## config.mk

```make
export PLATFORM = sky130hd
export DESIGN_NAME = tx_pwr_ctrl
export DESIGN_NICKNAME = d
export VERILOG_FILES = /design/src/rtl/tx_pwr_ctrl_pkg.sv /design/src/rtl/tx_pwr_ctrl_sync2.sv /design/src/rtl/tx_pwr_ctrl.sv
export SDC_FILE = /design/constraint.sdc
export NUM_CORES = 1
export LEC_CHECK = 0
export CAP_MARGIN = 10
export CELL_PAD_IN_SITES_DETAIL_PLACEMENT = 1
export CELL_PAD_IN_SITES_GLOBAL_PLACEMENT = 1
export CORE_MARGIN = 5
export CORE_UTILIZATION = 44
export DETAILED_ROUTE_END_ITERATION = 7
export PLACE_DENSITY = 0.81
export SLEW_MARGIN = 25
export SYNTH_ARGS = -nofsm -noshare
export SYNTH_HDL_FRONTEND = slang
export SYNTH_HIERARCHICAL = 1
export SYNTH_SLANG_ARGS = --single-unit
```

## constraint.sdc

```tcl
create_clock -name clk_i -period 5 [get_ports clk_i]
set_input_delay 1 -clock clk_i [delete_from_list [all_inputs] [get_ports clk_i]]
set_output_delay 1 -clock clk_i [all_outputs]
set_load 0.005 [all_outputs]
```

## src/rtl/tx_pwr_ctrl_pkg.sv

```systemverilog
// Shared definitions for the TX/RX power-up controllers: state encoding,
// default timing constants and the counter-width helper.
package tx_pwr_ctrl_pkg;

    // Sequencer states, shared with the receiver-side controller.
    typedef enum logic [2:0] {
        OFF     = 3'd0,
        BIAS    = 3'd1,
        PLL     = 3'd2,
        RAMP_UP = 3'd3,
        ON      = 3'd4,
        RAMP_DN = 3'd5,
        FAULT   = 3'd6
    } pwr_state_e;

    // Default timing, in CLK cycles (5 MHz nominal clock).
    localparam int T_BIAS_DEF    = 20;
    localparam int T_LOCK_DEF    = 64;
    localparam int RAMP_STEP_DEF = 4;
    localparam int RAMP_W_DEF    = 4;

    // Width of a counter that must hold the largest of three cycle counts.
    function automatic int cnt_width(input int a, input int b, input int c);
        int m;
        m = a;
        if (b > m) m = b;
        if (c > m) m = c;
        return $clog2(m + 1);
    endfunction

endpackage

```

## src/rtl/tx_pwr_ctrl_sync2.sv

```systemverilog
// Two-flop level synchroniser for asynchronous power-up requests.
// Reset clears both flops so a request is never seen during reset.
module tx_pwr_ctrl_sync2 (
    input  logic clk_i,
    input  logic rst_i,
    input  logic d_i,
    output logic q_o
);

    logic meta_q;
    logic sync_q;

    // Shift the asynchronous level through two flops.
    always_ff @(posedge clk_i) begin
        if (rst_i) begin
            meta_q <= 1'b0;
            sync_q <= 1'b0;
        end else begin
            meta_q <= d_i;
            sync_q <= meta_q;
        end
    end

    assign q_o = sync_q;

endmodule

```

## src/rtl/tx_pwr_ctrl.sv

```systemverilog
// Transmitter power-up sequencer: bias -> PLL lock -> stepped PA ramp -> ready.
// Power-down and lock loss ramp the PA back to zero before the chain is
// disabled; lock timeout and lock loss end in FAULT until the request drops.
// All outputs are registered and decoded from the next state, so they move
// on the same edge as the state register.
module tx_pwr_ctrl
    import tx_pwr_ctrl_pkg::*;
#(
    parameter int T_BIAS    = T_BIAS_DEF,
    parameter int T_LOCK    = T_LOCK_DEF,
    parameter int RAMP_STEP = RAMP_STEP_DEF,
    parameter int RAMP_W    = RAMP_W_DEF
) (
    input  logic              clk_i,
    input  logic              rst_i,
    input  logic              pu_tx_i,
    input  logic              lock_i,
    output logic              en_bias_o,
    output logic              en_pll_o,
    output logic              en_pa_o,
    output logic [RAMP_W-1:0] pa_ramp_o,
    output logic              rdy_tx_o,
    output logic              err_tx_o,
    output logic [2:0]        state_o
);

    localparam int CNT_W = cnt_width(T_BIAS, T_LOCK, RAMP_STEP);

    // Counter compare points. BIAS leaves on its T_BIAS-th cycle; PLL gives
    // up one cycle later than that rule would suggest (timeout after T_LOCK
    // full cycles of waiting, i.e. on the T_LOCK+1-th edge).
    localparam logic [CNT_W-1:0]  BIAS_LAST = CNT_W'(T_BIAS - 1);
    localparam logic [CNT_W-1:0]  LOCK_LAST = CNT_W'(T_LOCK);
    localparam logic [CNT_W-1:0]  STEP_LAST = CNT_W'(RAMP_STEP - 1);
    localparam logic [RAMP_W-1:0] RAMP_MAX  = '1;
    localparam logic [RAMP_W-1:0] RAMP_PEN  = RAMP_MAX - 1'b1;
    localparam logic [RAMP_W-1:0] RAMP_ONE  = RAMP_W'(1);

    pwr_state_e        state_q, state_d;
    logic [CNT_W-1:0]  cnt_q, cnt_d;
    logic [RAMP_W-1:0] ramp_q, ramp_d;
    logic              err_pend_q, err_pend_d;
    logic              en_bias_q, en_pll_q, en_pa_q, rdy_q, err_q;
    logic              pu_s;
    logic              step;

    tx_pwr_ctrl_sync2 u_sync_pu (
        .clk_i (clk_i),
        .rst_i (rst_i),
        .d_i   (pu_tx_i),
        .q_o   (pu_s)
    );

    assign step = (cnt_q == STEP_LAST);

    // Next-state, shared cycle counter, ramp level and pending-error logic.
    always_comb begin
        state_d    = state_q;
        cnt_d      = cnt_q + 1'b1;
        ramp_d     = ramp_q;
        err_pend_d = err_pend_q;
        case (state_q)
            OFF: begin
                cnt_d  = '0;
                ramp_d = '0;
                if (pu_s) state_d = BIAS;
            end
            BIAS: begin
                if (!pu_s)                  state_d = OFF;
                else if (cnt_q == BIAS_LAST) state_d = PLL;
            end
            PLL: begin
                ramp_d = '0;
                if (!pu_s)                  state_d = OFF;
                else if (lock_i)            state_d = RAMP_UP;
                else if (cnt_q == LOCK_LAST) state_d = FAULT;
            end
            RAMP_UP: begin
                // Lock loss wins over a dropped request; the ramp holds.
                if (!lock_i) begin
                    err_pend_d = 1'b1;
                    state_d    = RAMP_DN;
                end else if (!pu_s) begin
                    state_d = RAMP_DN;
                end else if (step) begin
                    cnt_d = '0;
                    if (ramp_q != RAMP_MAX) ramp_d = ramp_q + 1'b1;
                    if (ramp_q >= RAMP_PEN) state_d = ON;
                end
            end
            ON: begin
                cnt_d  = '0;
                ramp_d = RAMP_MAX;
                if (!lock_i) begin
                    err_pend_d = 1'b1;
                    state_d    = RAMP_DN;
                end else if (!pu_s) begin
                    state_d = RAMP_DN;
                end
            end
            RAMP_DN: begin
                // A re-asserted request is ignored until the ramp is done.
                if (ramp_q == '0) begin
                    state_d = err_pend_q ? FAULT : OFF;
                end else if (step) begin
                    cnt_d  = '0;
                    ramp_d = ramp_q - 1'b1;
                    if (ramp_q == RAMP_ONE) state_d = err_pend_q ? FAULT : OFF;
                end
            end
            FAULT: begin
                cnt_d  = '0;
                ramp_d = '0;
                if (!pu_s) state_d = OFF;
            end
            default: begin
                cnt_d   = '0;
                ramp_d  = '0;
                state_d = OFF;
            end
        endcase
        if (state_d != state_q) cnt_d = '0;
        if (state_d == OFF)     err_pend_d = 1'b0;
    end

    // State, datapath and output registers; outputs decode the next state.
    always_ff @(posedge clk_i) begin
        if (rst_i) begin
            state_q    <= OFF;
            cnt_q      <= '0;
            ramp_q     <= '0;
            err_pend_q <= 1'b0;
            en_bias_q  <= 1'b0;
            en_pll_q   <= 1'b0;
            en_pa_q    <= 1'b0;
            rdy_q      <= 1'b0;
            err_q      <= 1'b0;
        end else begin
            state_q    <= state_d;
            cnt_q      <= cnt_d;
            ramp_q     <= ramp_d;
            err_pend_q <= err_pend_d;
            en_bias_q  <= (state_d == BIAS) || (state_d == PLL) || (state_d == RAMP_UP) ||
                          (state_d == ON) || (state_d == RAMP_DN);
            en_pll_q   <= (state_d == PLL) || (state_d == RAMP_UP) ||
                          (state_d == ON) || (state_d == RAMP_DN);
            en_pa_q    <= (state_d == RAMP_UP) || (state_d == ON) || (state_d == RAMP_DN);
            rdy_q      <= (state_d == ON);
            err_q      <= (state_d == FAULT);
        end
    end

    assign en_bias_o = en_bias_q;
    assign en_pll_o  = en_pll_q;
    assign en_pa_o   = en_pa_q;
    assign pa_ramp_o = ramp_q;
    assign rdy_tx_o  = rdy_q;
    assign err_tx_o  = err_q;
    assign state_o   = state_q;

endmodule

```

==> reports/results.ini, run 1 <==
[critical_path]
cp.buffers_inverters=1
r2r_start=cnt_q[2]$_SDFF_PP0_
r2r-end=cnt_q[4]$_SDFF_PP0_
crit_path_top_delay_cell=clkdlybuf4s50_1
startpoint_type=input pin
worstPathCellList=clkdlybuf4s50_1 > and2_1 > o32ai_1 > a211oi_1 > nor2_1 > a2111o_1 > nor3_1
r2r_slack_ns=2.41
crit_required_ns=5.24
worst_setup_path_end_kind=flop
arrival_ns=3.04
crit_type=input pin to flop
worstRegToRegCells=6
critical_path.top_delay_family=compound AO/OA/AOI/OAI gates
critPathMaxStageDelay_ns=0.54
path_max_fanout=7

[floorplanning]
fp.dieH_um=64.6
dieWidth_um=64.6
fp-row-count=19
num_io_pins=16
start_util_pct=46.7
fp.dieArea_um2=4170
core_area_um2=2810

[sta]
finalCritPeriodShare_pct=56.0
tightest_slew_ns=0.564
hold_violations=0
final.min_clock_period_ns=2.80
grt_setup_unrepaired=no
slew_headroom_pct=61.9
setup_viol=0
fmax_ghz=0.357
drv_slew=0
fin_skew_ns=0.0100
setup_tns_ns=0

[cts]
post_cts_buffers=0
post_cts_resized=0
clk_pin_slew_worst_paths_ns=0.13
clock-sinks=22
numCtsBuffers=3
cts_tree=yes
ctsHoldBuffers=0
root_buffer=clkbuf_4
htree_levels=1
clk_path_buf_depth=2
insertion_delay_ns=0.32

[global_routing]
grt_pass1_vias=1194
grt_max_degree=15
grt_antenna_before_repair=0
grt_pass1_wl_um=5860
overflow=0
grt_usage_pct=17.9

[yosys]
ys_seq_area_share_pct=33.6
synth_edf_count=0
syn-cell-area_um2=1310
synth_top_flop_cell=dfxtp_1
ys_warn_count=6
syn_avg_cell_area_um2=8.46
ys_ff_latch=22
syn-num-nets=165
yosys.cell_types.count=49
netlist_instances=155
ys_async_sr_fraction_pct=0

[min_path]
hold_path_depth=1
hp-class=flop to flop
holdPathEnd=u_sync_pu/q_o$_SDFF_PP0_
hp-start=u_sync_pu/meta_q$_SDFF_PP0_

[pwr]
powerDensity_nw_per_um2=220
leakage_nw=0.572
vdd_drop_max_mv=0.128

[detailed_routing]
drc_errors=0
wire_per_inst_um=17.7
dr.pass1.iters=3
drt-total-wl_um=3490
drt_iter0_drc=61
vias=1194
detail-route-antenna-nets=0
drt-vias-per-instance=6.06

[layout]
drive_above_1_share_pct=6.02
nFillCells=334
nets=177
n_antenna_cell=0
syn_to_final_growth_pct=16.0
final_area_um2=1520

[flow_run]
drv_cap=0

[placement]
place.port_buffers=15
place.gp.congestion=0.835
hpwl_um=2600
placed_area_um2=1470

[status]
outcome=complete, no violations

how the worst max path moves through the flow:
stage                                endpoint  slack [ns]    from  depth (start not counted)
after floorplan           cnt_q[1]$_SDFF_PP0_        2.73  lock_i                          7
after global placement    cnt_q[2]$_SDFF_PP0_        2.03  lock_i                          7
after detailed placement  cnt_q[4]$_SDFF_PP0_        1.91  lock_i                          7
after CTS                 cnt_q[4]$_SDFF_PP0_        2.22  lock_i                          7
after global routing      cnt_q[5]$_SDFF_PP0_        2.04  lock_i                          7
final                     cnt_q[4]$_SDFF_PP0_        2.20  lock_i                          7
flip-flops by register name, summed over array words and instances, names as in the netlist:
| name | cells |
|---|---|
| cnt_q | 7 |
| en_bias_o | 1 |
| en_pa_o | 1 |
| en_pll_o | 1 |
| err_pend_q | 1 |
| err_tx_o | 1 |
| pa_ramp_o | 4 |
| rdy_tx_o | 1 |
| state_o | 3 |
| u_sync_pu/meta_q | 1 |
| u_sync_pu/q_o | 1 |
area by class of cell:
type / count / area, um^2 / share of cell area, %
clock buffers: 3 / 22.5 / 1.48
clock inverters: 1 / 30.0 / 1.97
inverters: 9 / 33.8 / 2.22
multi-input cells: 116 / 806 / 53.0
flip-flops and latches: 22 / 440 / 28.9
well taps: 31 / 38.8 / 2.55
repair buffers: 15 / 150 / 9.87
placed cells by master, fill, tap and decap left out, types with 3 or more instances in the layout:
cell type / netlist / final
a21oi_1: 6 / 6
clkbuf_4: 0 / 3
clkdlybuf4s50_1: 0 / 15
dfxtp_1: 22 / 22
ha_1: 6 / 6
inv_1: 9 / 9
mux2i_1: 4 / 4
nand2_1: 8 / 8
nand2b_1: 6 / 6
nand3_1: 3 / 3
nor2_1: 14 / 14
nor2b_1: 7 / 7
nor3_1: 17 / 17
xnor2_1: 3 / 3
routing by layer:
metal | GRT usage, % | up-vias | wire (um)
li1 | - | 583 | -
met1 | 22.6 | 590 | 1600
met3 | 3.63 | 5 | 88
met5 | 0 | - | 0
met2 | 30.7 | 16 | 1760
met4 | 5.28 | 0 | 39
synth_stat cells (all sizes together), types with 2 or more instances:
library cell | number | share of area [%]
and3b | 2 | 1.3
nand2 | 8 | 2.3
o21ai | 2 | 0.76
a211oi | 2 | 1.1
xnor2 | 3 | 2.0
dfxtp | 22 | 34
nor2b | 7 | 3.3
ha | 6 | 5.7
nor2 | 14 | 4.0
nand3 | 3 | 1.1
a2111o | 2 | 1.7
a41o | 2 | 2.4
xor2 | 2 | 1.3
a31oi | 2 | 0.95
mux2i | 5 | 4.8
nor3 | 18 | 7.3
clkbuf | 7 | 2.0
a21oi | 6 | 2.3
nor4 | 2 | 0.95
inv | 9 | 2.6
and3 | 2 | 1.1
nand2b | 6 | 2.9
cell families (layout without fill, tap and decap cells):
kind of cell | Yosys count | in the layout | synth area share (%)
xor+xnor | 5 | 5 | 3.34
fa+ha+maj | 6 | 6 | 5.73
buf+inv | 17 | 28 | 4.96
simple gates | 72 | 72 | 30.6
mux | 5 | 5 | 4.77
compound gates | 28 | 28 | 17.0
flops | 22 | 22 | 33.6
through the flow:
step           power (mW)  worst slack, ns  utilization [%]  hold slack, ns  cells
2_1_floorplan       0.190             2.73                -           0.414    155
3_3_place_gp        0.196             2.03             52.4           0.415    193
3_5_place_dp        0.197             1.91             52.4           0.444    193
4_1_cts             0.336             2.22             54.2           0.469    197
5_1_grt             0.347             2.04             54.2           0.487    197
6_report            0.335             2.20             54.2           0.471    197
where the power goes:
| part | total (mW) | internal, mW | switching (mW) |
|---|---|---|---|
| clock | 0.142 | 0.0811 | 0.0613 |
| sequential | 0.179 | 0.177 | 0.00212 |
| combinational | 0.0138 | 0.00735 | 0.00648 |
| total | 0.335 | 0.265 | 0.0699 |
(Power assumes the default switching activity.)
==> inputs of run 2 (changes only) <==
CORE_UTILIZATION = 37   (was 44)
PLACE_DENSITY = 0.72   (was 0.81)
clock period = 2.3 ns   (was 5 ns; I/O delays follow)
==> reports/results.ini, run 2 (synthesis gave the netlist of run 1 again) <==
[status]
outcome=complete, no violations

[pwr]
fin_total_pwr_mw=0.648  ; +94%
powerDensity_nw_per_um2=367  ; +66%
vdd_drop_max_mv=0.330  ; +160%
leakage_nw=0.681  ; +19%

[placement]
place.gp.congestion=0.851  ; +1.9%
place.port_buffers=15  ; unchanged
placedCellCount=226  ; +17%
hpwl_um=2940  ; +13%
dp_slack_ns=-0.163  ; -2.07 ns

[sta]
slew_headroom_pct=70.3  ; +8.4 points
setup_tns_ns=0  ; unchanged
fmax_ghz=0.438
fin_ws_ns=0.0176  ; -2.18 ns
grt_setup_unrepaired=yes
setup_viol=0  ; unchanged
tightest_slew_ns=0.444  ; -0.121 ns
finalCritPeriodShare_pct=99.2
hold_violations=0  ; unchanged
drv_slew=0  ; unchanged
fin_skew_ns=0.0114  ; +0.00131 ns
final.min_clock_period_ns=2.28

[global_routing]
grt_pass1_vias=1344  ; +13%
grt_max_degree=13  ; -2
grt_usage_pct=17.3  ; -0.60 points
grt_antenna_before_repair=0  ; unchanged
overflow=0  ; unchanged
grt_pass1_wl_um=6730  ; +15%

[critical_path]
worst_setup_path_end_kind=flop
r2r_start=cnt_q[2]$_SDFF_PP0_
startpoint_type=flop
arrival_ns=2.48  ; -0.56 ns
crit_type=flop to flop
crit_required_ns=2.50  ; -2.74 ns
path_max_fanout=7  ; unchanged
startpoint=cnt_q[2]$_SDFF_PP0_

[detailed_routing]
wire_per_inst_um=17.6  ; -0.55%
drc_errors=0  ; unchanged
drt_iter0_drc=85  ; +39%
vias=1264  ; +5.9%
drt-vias-per-instance=5.47  ; -9.7%
detail-route-antenna-nets=0  ; unchanged
drt-total-wl_um=4070  ; +17%
dr.pass1.iters=6  ; +3

[floorplanning]
dieWidth_um=69.5  ; +7.6%
core_area_um2=3390  ; +21%
num_io_pins=16  ; unchanged
fp.dieArea_um2=4830  ; +16%
fp-row-count=21  ; +2
start_util_pct=38.7  ; -8.1 points
fp.dieH_um=69.5  ; +7.6%

[layout]
drive_above_1_share_pct=27.6  ; +22 points
nFillCells=407  ; +22%
stdcell_count=231  ; +17%
multi_input_area_um2=901  ; +12%
mostFrequentLayoutCell=buf_4
nets=196  ; +11%
n_antenna_cell=0  ; unchanged
seq_area_um2=448  ; +1.7%
largest_reg_flops=7  ; unchanged
top_register=cnt_q
final_cell_mix=19 x buf_4, 18 x dfxtp_1, 15 x clkdlybuf4s50_1
syn_to_final_growth_pct=34.9

[cts]
root_buffer=clkbuf_4
cts_tree=yes
clk_path_buf_depth=2  ; unchanged
numCtsBuffers=3  ; unchanged
insertion_delay_ns=0.32  ; about the same
clock-sinks=22  ; unchanged
ctsHoldBuffers=0  ; unchanged
htree_levels=1  ; unchanged
clk_pin_slew_worst_paths_ns=0.12  ; about the same

[min_path]
hp-class=flop to flop
hp-start=cnt_q[0]$_SDFF_PP0_

[flow_run]
drv_cap=0  ; unchanged

run 2: where the power goes:
part | leakage, nW | internal, mW | switching, mW | total [mW]
clock network | 0.0210 | 0.0969 | 0.128 | 0.224
registers | 0.180 | 0.383 | 0.00356 | 0.387
logic | 0.480 | 0.0205 | 0.0170 | 0.0375
run 2: layout make-up:
type	instances	share of cell area (%)
repair buffers	34	16.5
clock buffers	4	2.05
multi-input cells	116	50.9
inverters	9	1.91
well taps	46	3.25
flip-flops and latches	22	25.3
run 2: worst max-delay path, stage by stage (launching register included):
cell and delay, ns:
dfxtp_4 0.38, or4_4 0.56, nor3_4 0.26, a21oi_2 0.08, or3_4 0.43, mux2i_4 0.37, nor3_2 0.09
run 2: timing repair:
item,CTS,global route
endpoints found under the setup margin,6,13
setup buffers,0,3
pin swaps,1,12
resized for setup,5,20
hold endpoints to repair,0,0
run 2: stage by stage:
step,hold slack [ns],util (%),cell area (um^2)
after global placement,0.427,47.9,1620
final,0.465,52.2,1770
after floorplan,0.414,-,1310
after detailed placement,0.440,47.9,1620
after CTS,0.468,49.7,1690
after global routing,0.491,52.2,1770
run 2: worst paths after layout:
check                           slack [ns]  depth (start not counted)                  end
worst min register to register        0.46                          1  cnt_q[0]$_SDFF_PP0_
worst min-delay path                  0.46                          1  cnt_q[0]$_SDFF_PP0_
worst max-delay path                  0.02                          6  cnt_q[5]$_SDFF_PP0_
worst max register to register        0.02                          6  cnt_q[5]$_SDFF_PP0_
run 2: metal layers:
metal	vias to the layer above	track usage (%)	wire length (um)
met5	-	0	0
met4	0	7.38	71
met3	6	3.48	83
met2	14	30.0	2140
met1	625	20.5	1770
li1	619	-	-
==> inputs of run 3 (changes only) <==
ABC_CLOCK_PERIOD_IN_PS = 2300   (was unset)
==> results of run 3 <==
Final layout, timing and power as in run 2 (identical DEF).
